<file path="src/rtl/drac_pkg.sv">
`default_nettype none
// ============================================================================
// Module      : drac_pkg
// Description : Shared types for the fetch sequencer: program-counter type
//               and the fence.i sequencer state encoding.
// Ports       : none (package)
// Revision    : 1.0 - initial release
// ============================================================================
package drac_pkg;

  localparam int ADDR_PC_W = 64;

  typedef logic [ADDR_PC_W-1:0] addrPC_t;

  // Encoding is fixed so the top level can mirror it as plain constants.
  typedef enum logic [1:0] {
    FS_IDLE   = 2'd0,
    FS_DRAIN  = 2'd1,
    FS_INVAL  = 2'd2,
    FS_RESUME = 2'd3
  } fetch_seq_state_t;

endpackage : drac_pkg
`default_nettype wire

</file>
<file path="src/rtl/fetch_watchdog.sv">
`default_nettype none
// ============================================================================
// Module      : fetch_watchdog
// Description : Tracks whether an icache request is outstanding and times it.
//               When the request has waited TIMEOUT_CYCLES cycles without a
//               response, a single-cycle retry pulse is produced.
// Ports       : clk_i, rstn_i          clock / async active-low reset
//               fetch_req_valid_i      request issued this cycle
//               icache_resp_valid_i    response arrived
//               flush_req_i            kill the outstanding request
//               outstanding_o          registered outstanding flag
//               fire_evt_o             timeout fires at the next edge
//               retry_o                registered retry pulse
// Revision    : 1.0 - initial release
// ============================================================================
module fetch_watchdog
  import drac_pkg::*;
#(
  parameter int TIMEOUT_CYCLES = 64
) (
  input  logic clk_i,
  input  logic rstn_i,
  input  logic fetch_req_valid_i,
  input  logic icache_resp_valid_i,
  input  logic flush_req_i,
  output logic outstanding_o,
  output logic fire_evt_o,
  output logic retry_o
);

  localparam int TIMER_W = (TIMEOUT_CYCLES > 2) ? $clog2(TIMEOUT_CYCLES) : 1;
  localparam logic [TIMER_W-1:0] C_FIRE_VAL = TIMER_W'(TIMEOUT_CYCLES - 2);

  logic               r_outstanding;
  logic [TIMER_W-1:0] r_timer;
  logic               r_retry;

  logic w_set;
  logic w_clear;
  logic w_active;
  logic w_fire_evt;

  // The request cycle itself counts as timer value 0, so the timer register
  // already holds k in the k-th cycle after the request. Firing one cycle
  // early (at TIMEOUT_CYCLES-2) and registering the pulse places the retry
  // exactly TIMEOUT_CYCLES-1 cycles after the request.
  assign w_set      = fetch_req_valid_i & ~icache_resp_valid_i;
  assign w_clear    = icache_resp_valid_i | flush_req_i | r_retry;
  assign w_active   = (r_outstanding | w_set) & ~w_clear;
  assign w_fire_evt = w_active & (r_timer == C_FIRE_VAL);

  always_ff @(posedge clk_i or negedge rstn_i) begin
    if (!rstn_i) begin
      r_outstanding <= 1'b0;
      r_timer       <= '0;
      r_retry       <= 1'b0;
    end else begin
      r_retry <= w_fire_evt;
      if (w_active && !w_fire_evt) begin
        r_outstanding <= 1'b1;
        r_timer       <= r_timer + TIMER_W'(1);
      end else begin
        r_outstanding <= 1'b0;
        r_timer       <= '0;
      end
    end
  end

  assign outstanding_o = r_outstanding;
  assign fire_evt_o    = w_fire_evt;
  assign retry_o       = r_retry;

endmodule : fetch_watchdog
`default_nettype wire

</file>
<file path="src/rtl/fetch_seq_ctrl.sv">
`default_nettype none
// ============================================================================
// Module      : fetch_seq_ctrl
// Description : Fetch-stage sequencer. Runs the fence.i sequence (drain the
//               in-flight fetch, invalidate the icache, redirect fetch to the
//               resume PC) and watchdogs outstanding icache requests.
// Ports       : clk_i, rstn_i            clock / async active-low reset
//               fetch_req_valid_i        icache request issued
//               icache_resp_valid_i      icache response valid
//               flush_req_i              pipeline redirect
//               fence_i_req_i            fence.i pulse from commit
//               fence_resume_pc_i        PC to refetch after the fence
//               icache_inval_done_i      icache invalidation finished
//               fetch_stall_o            hold fetch
//               invalidate_icache_o      request icache invalidation
//               invalidate_buffer_o      drop the fetch line buffer
//               retry_fetch_o            retry the outstanding request
//               pc_jump_valid_o          select the jump PC
//               pc_jump_o                jump target
//               fence_done_o             fence.i sequence complete
//               busy_o                   sequencer not idle
//               retry_count_o            saturating retry count
// Revision    : 1.0 - initial release
// ============================================================================
module fetch_seq_ctrl
  import drac_pkg::*;
#(
  parameter int TIMEOUT_CYCLES = 64,
  parameter int RETRY_CNT_W    = 8
) (
  input  logic                   clk_i,
  input  logic                   rstn_i,
  input  logic                   fetch_req_valid_i,
  input  logic                   icache_resp_valid_i,
  input  logic                   flush_req_i,
  input  logic                   fence_i_req_i,
  input  addrPC_t                fence_resume_pc_i,
  input  logic                   icache_inval_done_i,
  output logic                   fetch_stall_o,
  output logic                   invalidate_icache_o,
  output logic                   invalidate_buffer_o,
  output logic                   retry_fetch_o,
  output logic                   pc_jump_valid_o,
  output addrPC_t                pc_jump_o,
  output logic                   fence_done_o,
  output logic                   busy_o,
  output logic [RETRY_CNT_W-1:0] retry_count_o
);

  localparam logic [1:0] C_ST_IDLE   = FS_IDLE;
  localparam logic [1:0] C_ST_DRAIN  = FS_DRAIN;
  localparam logic [1:0] C_ST_INVAL  = FS_INVAL;
  localparam logic [1:0] C_ST_RESUME = FS_RESUME;

  logic [1:0]             r_state;
  logic [1:0]             w_state_nxt;
  addrPC_t                r_resume_pc;
  logic [RETRY_CNT_W-1:0] r_retry_cnt;

  logic w_outstanding;
  logic w_fire_evt;
  logic w_retry;

  fetch_watchdog #(
    .TIMEOUT_CYCLES (TIMEOUT_CYCLES)
  ) u_watchdog (
    .clk_i               (clk_i),
    .rstn_i              (rstn_i),
    .fetch_req_valid_i   (fetch_req_valid_i),
    .icache_resp_valid_i (icache_resp_valid_i),
    .flush_req_i         (flush_req_i),
    .outstanding_o       (w_outstanding),
    .fire_evt_o          (w_fire_evt),
    .retry_o             (w_retry)
  );

  always_comb begin
    w_state_nxt = r_state;
    case (r_state)
      C_ST_IDLE: begin
        // A same-cycle flush kills the request, so there is nothing to drain.
        if (fence_i_req_i) begin
          if (!w_outstanding || icache_resp_valid_i || flush_req_i)
            w_state_nxt = C_ST_INVAL;
          else
            w_state_nxt = C_ST_DRAIN;
        end
      end
      C_ST_DRAIN: begin
        // Besides response and timeout, a request dropped by a flush leaves
        // nothing in flight; without this exit DRAIN could never be left.
        if (icache_resp_valid_i || w_retry || !w_outstanding)
          w_state_nxt = C_ST_INVAL;
      end
      C_ST_INVAL: begin
        if (icache_inval_done_i)
          w_state_nxt = C_ST_RESUME;
      end
      default: begin
        w_state_nxt = C_ST_IDLE;
      end
    endcase
  end

  always_ff @(posedge clk_i or negedge rstn_i) begin
    if (!rstn_i) begin
      r_state     <= C_ST_IDLE;
      r_resume_pc <= '0;
      r_retry_cnt <= '0;
    end else begin
      r_state <= w_state_nxt;
      if (r_state == C_ST_IDLE && fence_i_req_i)
        r_resume_pc <= fence_resume_pc_i;
      if (w_fire_evt && !(&r_retry_cnt))
        r_retry_cnt <= r_retry_cnt + RETRY_CNT_W'(1);
    end
  end

  // All outputs are decoded from registers only.
  assign fetch_stall_o       = (r_state == C_ST_DRAIN) || (r_state == C_ST_INVAL);
  assign invalidate_icache_o = (r_state == C_ST_INVAL);
  assign invalidate_buffer_o = (r_state == C_ST_INVAL) || w_retry;
  assign retry_fetch_o       = w_retry;
  assign pc_jump_valid_o     = (r_state == C_ST_RESUME);
  assign pc_jump_o           = r_resume_pc;
  assign fence_done_o        = (r_state == C_ST_RESUME);
  assign busy_o              = (r_state != C_ST_IDLE);
  assign retry_count_o       = r_retry_cnt;

endmodule : fetch_seq_ctrl
`default_nettype wire

</file>
<file path="config.mk">
export PLATFORM = sky130hd
export DESIGN_NAME = fetch_seq_ctrl
export DESIGN_NICKNAME = d
export VERILOG_FILES = /design/src/rtl/drac_pkg.sv /design/src/rtl/fetch_watchdog.sv /design/src/rtl/fetch_seq_ctrl.sv
export SDC_FILE = /design/constraint.sdc
export NUM_CORES = 1
export LEC_CHECK = 0
export CAP_MARGIN = 30
export CORE_ASPECT_RATIO = 0.9
export CORE_MARGIN = 2
export CORE_UTILIZATION = 47
export CTS_BUF_LIST = sky130_fd_sc_hd__clkbuf_2
export DETAILED_ROUTE_END_ITERATION = 10
export DONT_BUFFER_PORTS = 1
export PLACE_DENSITY = 0.6
export SLEW_MARGIN = 20
export SYNTH_ARGS = -nofsm -noshare
export SYNTH_HDL_FRONTEND = slang
export SYNTH_HIERARCHICAL = 1
export SYNTH_SLANG_ARGS = --single-unit
</file>
<file path="constraint.sdc">
create_clock -name clk_i -period 5.45 [get_ports clk_i]
set_input_delay 0.545 -clock clk_i [delete_from_list [all_inputs] [get_ports clk_i]]
set_output_delay 0.545 -clock clk_i [all_outputs]
set_load 0.01 [all_outputs]
</file>
==> metrics list, run 1 <==
- Clock sink count: 82
- Unrepaired setup endpoints after global routing: no
* Sum of routed wire length over all layers: 6.10 mm
- Crit share post-route: 41.8%
* Signal arrival time at the worst endpoint: 2.72 ns
- Clock tree synthesis inserted a total of 9 buffers.
* TritonCTS clock tree: done
* Number of remaining DRC errors: 0
- Commonest non-fill, non-tap cell in the layout: sky130_fd_sc_hd__dfrtp_1
- Crit start category: register
- The filler cells instantiated in the layout total 603.
- Gates resized during post-CTS repair numbered 0.
- CP peak stage delay: 0.66 ns
- Max VDD drop: 0.000279 V
- Commonest non-fill, non-tap cells in the layout: 82 x sky130_fd_sc_hd__dfrtp_1, 65 x sky130_fd_sc_hd__mux2_2, 9 x sky130_fd_sc_hd__clkbuf_2, 7 x sky130_fd_sc_hd__ha_1, 7 x sky130_fd_sc_hd__nor3_1
- The area growth from synthesis to layout is 5.47%.
- Number of vias in the routed layout: 1,814
- Net switching is 35.3% of the power.
- Routed via count divided by cell count: 5.43
- Power per standard cell area: 535 mW/mm^2
* GRT Resource Usage Total: 15.2%
- Registers take 0.00205 sq mm.
* Placement-stage worst setup slack: 3.05 ns
- Total power for the finished layout comes to 1.92 mW.
- Run status: finished clean
* Total area of multi-input combinational cells: 0.00125 sq mm
* Number of maximum-capacitance constraint violations: 0
- H-Tree Depth: 3
- The floorplan step defined a die boundary enclosing 0.00795 sq mm.
* Synth Warn #: 6
- Routed Antenna Nets: 0
* Overall die height: 84.8 um
* Fraction of final layout cells sized beyond drive strength 1: 37.3%
* Clk_lat worst skew: 0.50 ns
- The first global-routing pass estimated 9.17 mm of wire.
* Mapped cell area: 0.00341 sq mm
- Avg Synthesized Cell Area: 14.8 sq um
- Final-report hold violation count: 0
* Max Fclk: 439 MHz
- In the final timing run, aggregate negative setup slack is 0 ns.
- Worst Setup End Kind: register
- Routed wire per std cell: 18.3 um
- Gr ovfl total: 0
* Shortest period the worst path allows: 2.28 ns
- For this run, the leading register cell type out of synthesis is sky130_fd_sc_hd__dfrtp_1.
- In this run the worst path has a maximum fanout of 8.
* CP Data Required Time: 5.89 ns
* Post-synthesis register bit count: 82
- Placer's final routability congestion estimate: 0.791
- Measured slew at the worst slew-check pin: 0.732 ns
- The number of antenna diodes in the final layout is 0.
- The worst pin sits at a relative slew slack of 51.2%.
- Among the stages of the critical path, the cell type that occurs most often is sky130_fd_sc_hd__nor3_1.
- Detailed placement ended at an HPWL of 4.25 mm.
- Static Leak: 1.55 nW
- Horizontal die dimension: 93.8 um
- Max-slew violation count: 0
- Synthesis instantiated 37 different standard cells from the library.
* Site row count: 29
* Buffers added on ports: 0
- Clock-pin slew was measured on the worst setup and hold paths at 0.22 ns.
- Post-synth net total: 309
- Entering global routing, the biggest net connects 83 pins.
- Logic pwr share: 24.2%
- The analysis attributes to net switching a power of 0.679 mW.
- Once layout is complete, the utilization of the core stands at 51.1%.
- Sequential share of the synthesized area: 60.2%
- Counting along the longest clock path gives a buffer depth of 2.
- The final layout contains 314 nets.
- Grouping stages by cell kind, the critical path spends the most delay in simple AND/OR/NAND/NOR gates.
- In this run the worst hold path is classified as in2reg.
- The clock arrives with 0.0144 ns of skew.
- The critical path goes through nor3_1 -> o21ai_1 -> nor3_1 -> and4_1 -> a21oi_1 -> a41oi_1.
- Final Worst Setup Slack: 3.17 ns
- Root buffer cell: sky130_fd_sc_hd__clkbuf_2
* Total internal power: 1.24 mW
- Async set-reset flop share out of synthesis: 100%
* Reg power frac: 59.8%
* Via count of the first global-routing pass: 1,843
- Post-synth EDFFs: 0
- After technology mapping, the gate count stands at 231.
- Slowest cell on the critical path: sky130_fd_sc_hd__nor3_1
- Number of failing setup endpoints in the final timing report: 0
- Boundary Pins: 150
- Detailed Routing Iterations Pass 1: 4
- Kind of critical path: reg2reg
- Effective utilization at floorplan: 48.4%
- Hold is met by 0.160 ns.
- Clock network fraction of design power: 16.0%
- Initial antenna violation count: 0
- Sum of buffers and inverters on the critical path: 0
- The core region is 0.00704 sq mm.
- In this run, the number of DRC markers left after iteration 0 of detailed routing was 64.
==> worst paths after layout <==
kind,from,to,slack (ns),depth (start not counted)
min reg2reg,u_watchdog/r_timer[0],u_watchdog/r_timer[0],0.55,1
max reg2reg,u_watchdog/retry_o,retry_count_o[5],3.17,6
max in group asynchronous,rstn_i,pc_jump_o[1],4.55,2
max,u_watchdog/retry_o,retry_count_o[5],3.17,6
min in group asynchronous,rstn_i,r_state[0],0.58,2
min,fence_resume_pc_i[24],pc_jump_o[24],0.16,1
==> registers in the layout, summed over array words and instances, names as in the netlist <==
signal and cells:
pc_jump_o 64, retry_count_o 8, u_watchdog/r_timer 6, r_state 2
u_watchdog/outstanding_o 1, u_watchdog/retry_o 1
==> through the flow <==
step | std cells | area, sq um
CTS | 334 | 3590
detailed placement | 316 | 3440
global route | 334 | 3590
finish | 334 | 3590
floorplan | 231 | 3410
global placement | 316 | 3440
==> metal layers <==
layer	vias to the layer above	track usage, %	wire length [um]
met4	0	5.14	63
li1	833	-	-
met5	-	0	0
met3	6	8.53	648
met2	91	24.4	2930
met1	884	17.2	2460
==> area by class of cell <==
class	instances	share of cell area [%]
Clock buffer	9	1.25
Sequential cell	82	57.1
Timing Repair Buffer	3	1.25
Multi-Input combinational cell	135	34.7
Clock inverter	7	1.95
Inverter	5	0.522
Tap cell	93	3.24
==> synth_stat cells, drive strengths merged (3+ instances only) <==
| cell type | instances | area share (%) |
|---|---|---|
| nor2 | 3 | 0.33 |
| nand4 | 3 | 0.55 |
| o31ai | 3 | 0.66 |
| inv | 5 | 0.55 |
| mux2 | 66 | 22 |
| dfrtp | 82 | 60 |
| nor3 | 7 | 1.0 |
| buf | 8 | 2.5 |
| ha | 7 | 2.6 |
| and2 | 3 | 0.55 |
| nand3 | 5 | 0.88 |
| nand2b | 3 | 0.55 |
| a21oi | 6 | 0.88 |
| nor2b | 3 | 0.55 |
| nand2 | 5 | 0.62 |
==> power by group through the flow <==
stage	registers, mW	clock network (mW)	logic [mW]
2_1_floorplan	1.11	0	0.433
3_3_place_gp	1.17	0	0.445
3_5_place_dp	1.17	0	0.462
4_1_cts	1.16	0.326	0.478
5_1_grt	1.18	0.354	0.515
6_report	1.15	0.307	0.466
==> kinds of logic after synthesis <==
logic type / synth area share, %
compound gates: 3.60
xor+xnor: 1.03
simple gates: 7.20
fa+ha+maj: 2.57
mux: 22.2
flops: 60.2
buf+inv: 3.19
==> repair_timing <==
action,CTS,global route
setup buffers,0,0
hold buffers,2,0
hold endpoints to repair,82,0
(Power assumes the default switching activity.)
==> inputs of run 2 (changes only) <==
--- a/config.mk
+++ b/config.mk
@@ -12,7 +12,7 @@
 export CTS_BUF_LIST = sky130_fd_sc_hd__clkbuf_2
 export DETAILED_ROUTE_END_ITERATION = 10
 export DONT_BUFFER_PORTS = 1
-export PLACE_DENSITY = 0.6
+export PLACE_DENSITY = 0.62
 export SLEW_MARGIN = 20
 export SYNTH_ARGS = -nofsm -noshare
 export SYNTH_HDL_FRONTEND = slang
==> constraint.sdc (replaced) <==
create_clock -name clk_i -period 2 [get_ports clk_i]
set_input_delay 0.2 -clock clk_i [delete_from_list [all_inputs] [get_ports clk_i]]
set_output_delay 0.2 -clock clk_i [all_outputs]
set_load 0.01 [all_outputs]
==> metrics list, run 2 (same netlist as run 1, synthesis figures left out) <==
* Max VDD drop: 0.000648 V
- Wires add up to 7.24 mm.
- The clock net in this run drives a total of 82 sinks.
- Across all register-to-register paths, the minimum setup slack is 0.09 ns.
- Buffers added on ports: 0
- The min-delay analysis places its worst path in the category in2reg.
- Routed wire per std cell: 17.7 um
* Detailed Routing Iterations Pass 1: 4
- Final-report hold violation count: 0
* Max-slew violation count: 0
- STA classifies the critical path endpoint as a register.
* Worst relative slew slack: 67.5%
- STA puts the critical path data required time at 2.42 ns.
* Fraction of final layout cells sized beyond drive strength 1: 30.8%
- GRT Resource Usage Total: 18.2%
* TritonCTS clock tree: done
- Placer's final routability congestion estimate: 0.785
- Max Fclk: 525 MHz
- CTS built an H-tree with a depth of 3.
* Number of remaining DRC errors: 0
- In this run the horizontal extent of the chip is 93.8 um.
- Setup repair after global routing left no endpoint under its margin.
* Commonest non-fill, non-tap cell in the layout: sky130_fd_sc_hd__dfrtp_1
* First-pass GRT wire length: 11.0 mm
- Dividing total power by cell area gives a power density of 1250 mW/mm^2.
- CTS placed an instance of sky130_fd_sc_hd__clkbuf_2 at the clock tree root.
* TritonCTS buffer count: 9
* Number of vias in the routed layout: 2,135
- Routed via count divided by cell count: 5.23
* Clock Path Buffers: 2
* Detailed Route Iter0 Violations: 80
- Along the worst path, the maximum fanout reaches 6.
- The count of nets left with antenna violations once routing finished came out at 0.
- Relative to the synthesized area, the layout overhead comes to 27.0%.
* Number of failing setup endpoints in the final timing report: 0
* Startpoint of the worst setup timing path: r_state[1]
- Shortest period the worst path allows: 1.91 ns
- Site row count: 29
- The critical path is of the reg2reg type.
- Number of fillers in the final layout: 538
* Number of antenna diodes: 0
- The die is 84.8 um tall.
- The most critical setup path has its endpoint at pc_jump_o[49].
* DIE AREA: 0.00795 sq mm
- Endpoint of the most critical register-to-register path: pc_jump_o[49]
- The top cell types in the final layout, fill and taps aside, are 81 x sky130_fd_sc_hd__dfrtp_1, 70 x sky130_fd_sc_hd__dlygate4sd3_1, 65 x sky130_fd_sc_hd__mux2_2, 9 x sky130_fd_sc_hd__clkbuf_2, 7 x sky130_fd_sc_hd__nor3_1.
* Hold slack: 0.0547 ns
- On the final layout, the worst clock skew is 0.0223 ns.
- 150 I/O pins were placed.
- The worst setup path is launched from a register.
- Worst Reg-to-Reg Cells: 5
- For the pin with the worst max-slew slack, the measured transition is 0.481 ns.
- Crit share post-route: 95.3%
- Static Leak: 1.85 nW
* Setup_tns: 0 ns
- The register with the most flip-flops in the layout has 64 of them.
* Clk pin slew, worst setup/hold paths: 0.22 ns
- Effective utilization at floorplan: 48.4%
- Signal arrival time at the worst endpoint: 2.32 ns
- The net count of the finished layout is 388.
- Number of maximum-capacitance constraint violations: 0
- For this run the aggregate overflow at the end of global routing stands at 0.
* Via count of the first global-routing pass: 2,204
- The number of antenna violations at the first check in global routing is 0.
- Clk_lat worst skew: 0.51 ns
* Maximum number of pins on one net before global-route repair: 83
- The wire-length estimate of the detail-placed layout is 4.28 mm.
- Core Footprint: 0.00704 sq mm
- Reg2Reg Launch Point: r_state[1]
- The run finished with clean final reports.
## run 2: changes by cell type in the layout (fill, tap and decap cells not counted)
cell | previous run | this run
sky130_fd_sc_hd__dlygate4sd3_1 | 1 | 70
sky130_fd_sc_hd__dfrtp_2 | 0 | 1
sky130_fd_sc_hd__ha_1 | 7 | 5
sky130_fd_sc_hd__clkinvlp_4 | 3 | 4
sky130_fd_sc_hd__clkinv_2 | 1 | 0
sky130_fd_sc_hd__buf_12 | 0 | 1
sky130_fd_sc_hd__ha_4 | 0 | 1
sky130_fd_sc_hd__ha_2 | 0 | 1
sky130_fd_sc_hd__buf_4 | 1 | 5
sky130_fd_sc_hd__clkinv_1 | 1 | 2
sky130_fd_sc_hd__dfrtp_1 | 82 | 81
sky130_fd_sc_hd__bufinv_16 | 1 | 0
## run 2: area by class of cell
type                    count  area, sq um  share of cell area [%]
inverters                   5         18.8                   0.434
multi-input cells         135         1260                    29.2
clock buffers               9         45.0                    1.04
well taps                  93          116                    2.69
repair buffers             77          786                    18.2
flip-flops and latches     82         2050                    47.4
clock inverters             7         46.3                    1.07
## run 2: through the flow
stage / instances / power, mW / util, % / cell area, sq um / worst slack (ns)
global route: 408 / 5.76 / 61.5 / 4330 / 0.00103
CTS: 406 / 5.36 / 61.0 / 4300 / 0.0140
floorplan: 231 / 4.21 / - / 3410 / 0.0660
finish: 408 / 5.42 / 61.5 / 4330 / 0.0936
global placement: 319 / 4.42 / 49.4 / 3480 / 0.301
detailed placement: 319 / 4.48 / 49.4 / 3480 / 0.286
## run 2: metal layers
metal	routed length, um	vias to the layer above	share of wire [%]	track usage, %
li1	-	984	-	-
met1	2780	1053	38	20.4
met2	3770	94	52	31.2
met3	636	4	8.8	7.72
met4	55	0	0.76	6.19
met5	0	-	0	0
## run 2: how the worst min path moves through the flow
stage / start / endpoint / slack, ns / cells after the start
floorplan: rstn_i / pc_jump_o[0] / -0.1 / 0
global placement: rstn_i / pc_jump_o[15] / -0.09 / 0
detailed placement: rstn_i / pc_jump_o[22] / -0.09 / 0
CTS: fetch_req_valid_i / u_watchdog/outstanding_o / 0.006 / 3
global route: fetch_req_valid_i / u_watchdog/outstanding_o / 0.03 / 3
finish: fetch_req_valid_i / u_watchdog/outstanding_o / 0.05 / 3
## run 2: worst max-delay path, cell delays in order, from the launching register on
cell                            delay, ns
sky130_fd_sc_hd__dfrtp_2             0.46
sky130_fd_sc_hd__inv_1               0.10
sky130_fd_sc_hd__ha_4                0.19
sky130_fd_sc_hd__nand2_2             0.15
sky130_fd_sc_hd__mux2_2              0.35
sky130_fd_sc_hd__dlygate4sd3_1       0.57
## run 2: what timing repair did
action	in CTS	in global routing
hold buffers	71	0
buffers inserted	0	2
hold endpoints to repair	152	0
endpoints found under the setup margin	0	2
gates resized for setup	0	4
## run 2: power by group
group / leakage (nW) / internal [mW] / switching, mW / total, mW
clock network: 0.0452 / 0.155 / 0.560 / 0.715
registers: 0.999 / 2.35 / 0.810 / 3.16
logic: 0.804 / 0.953 / 0.592 / 1.54
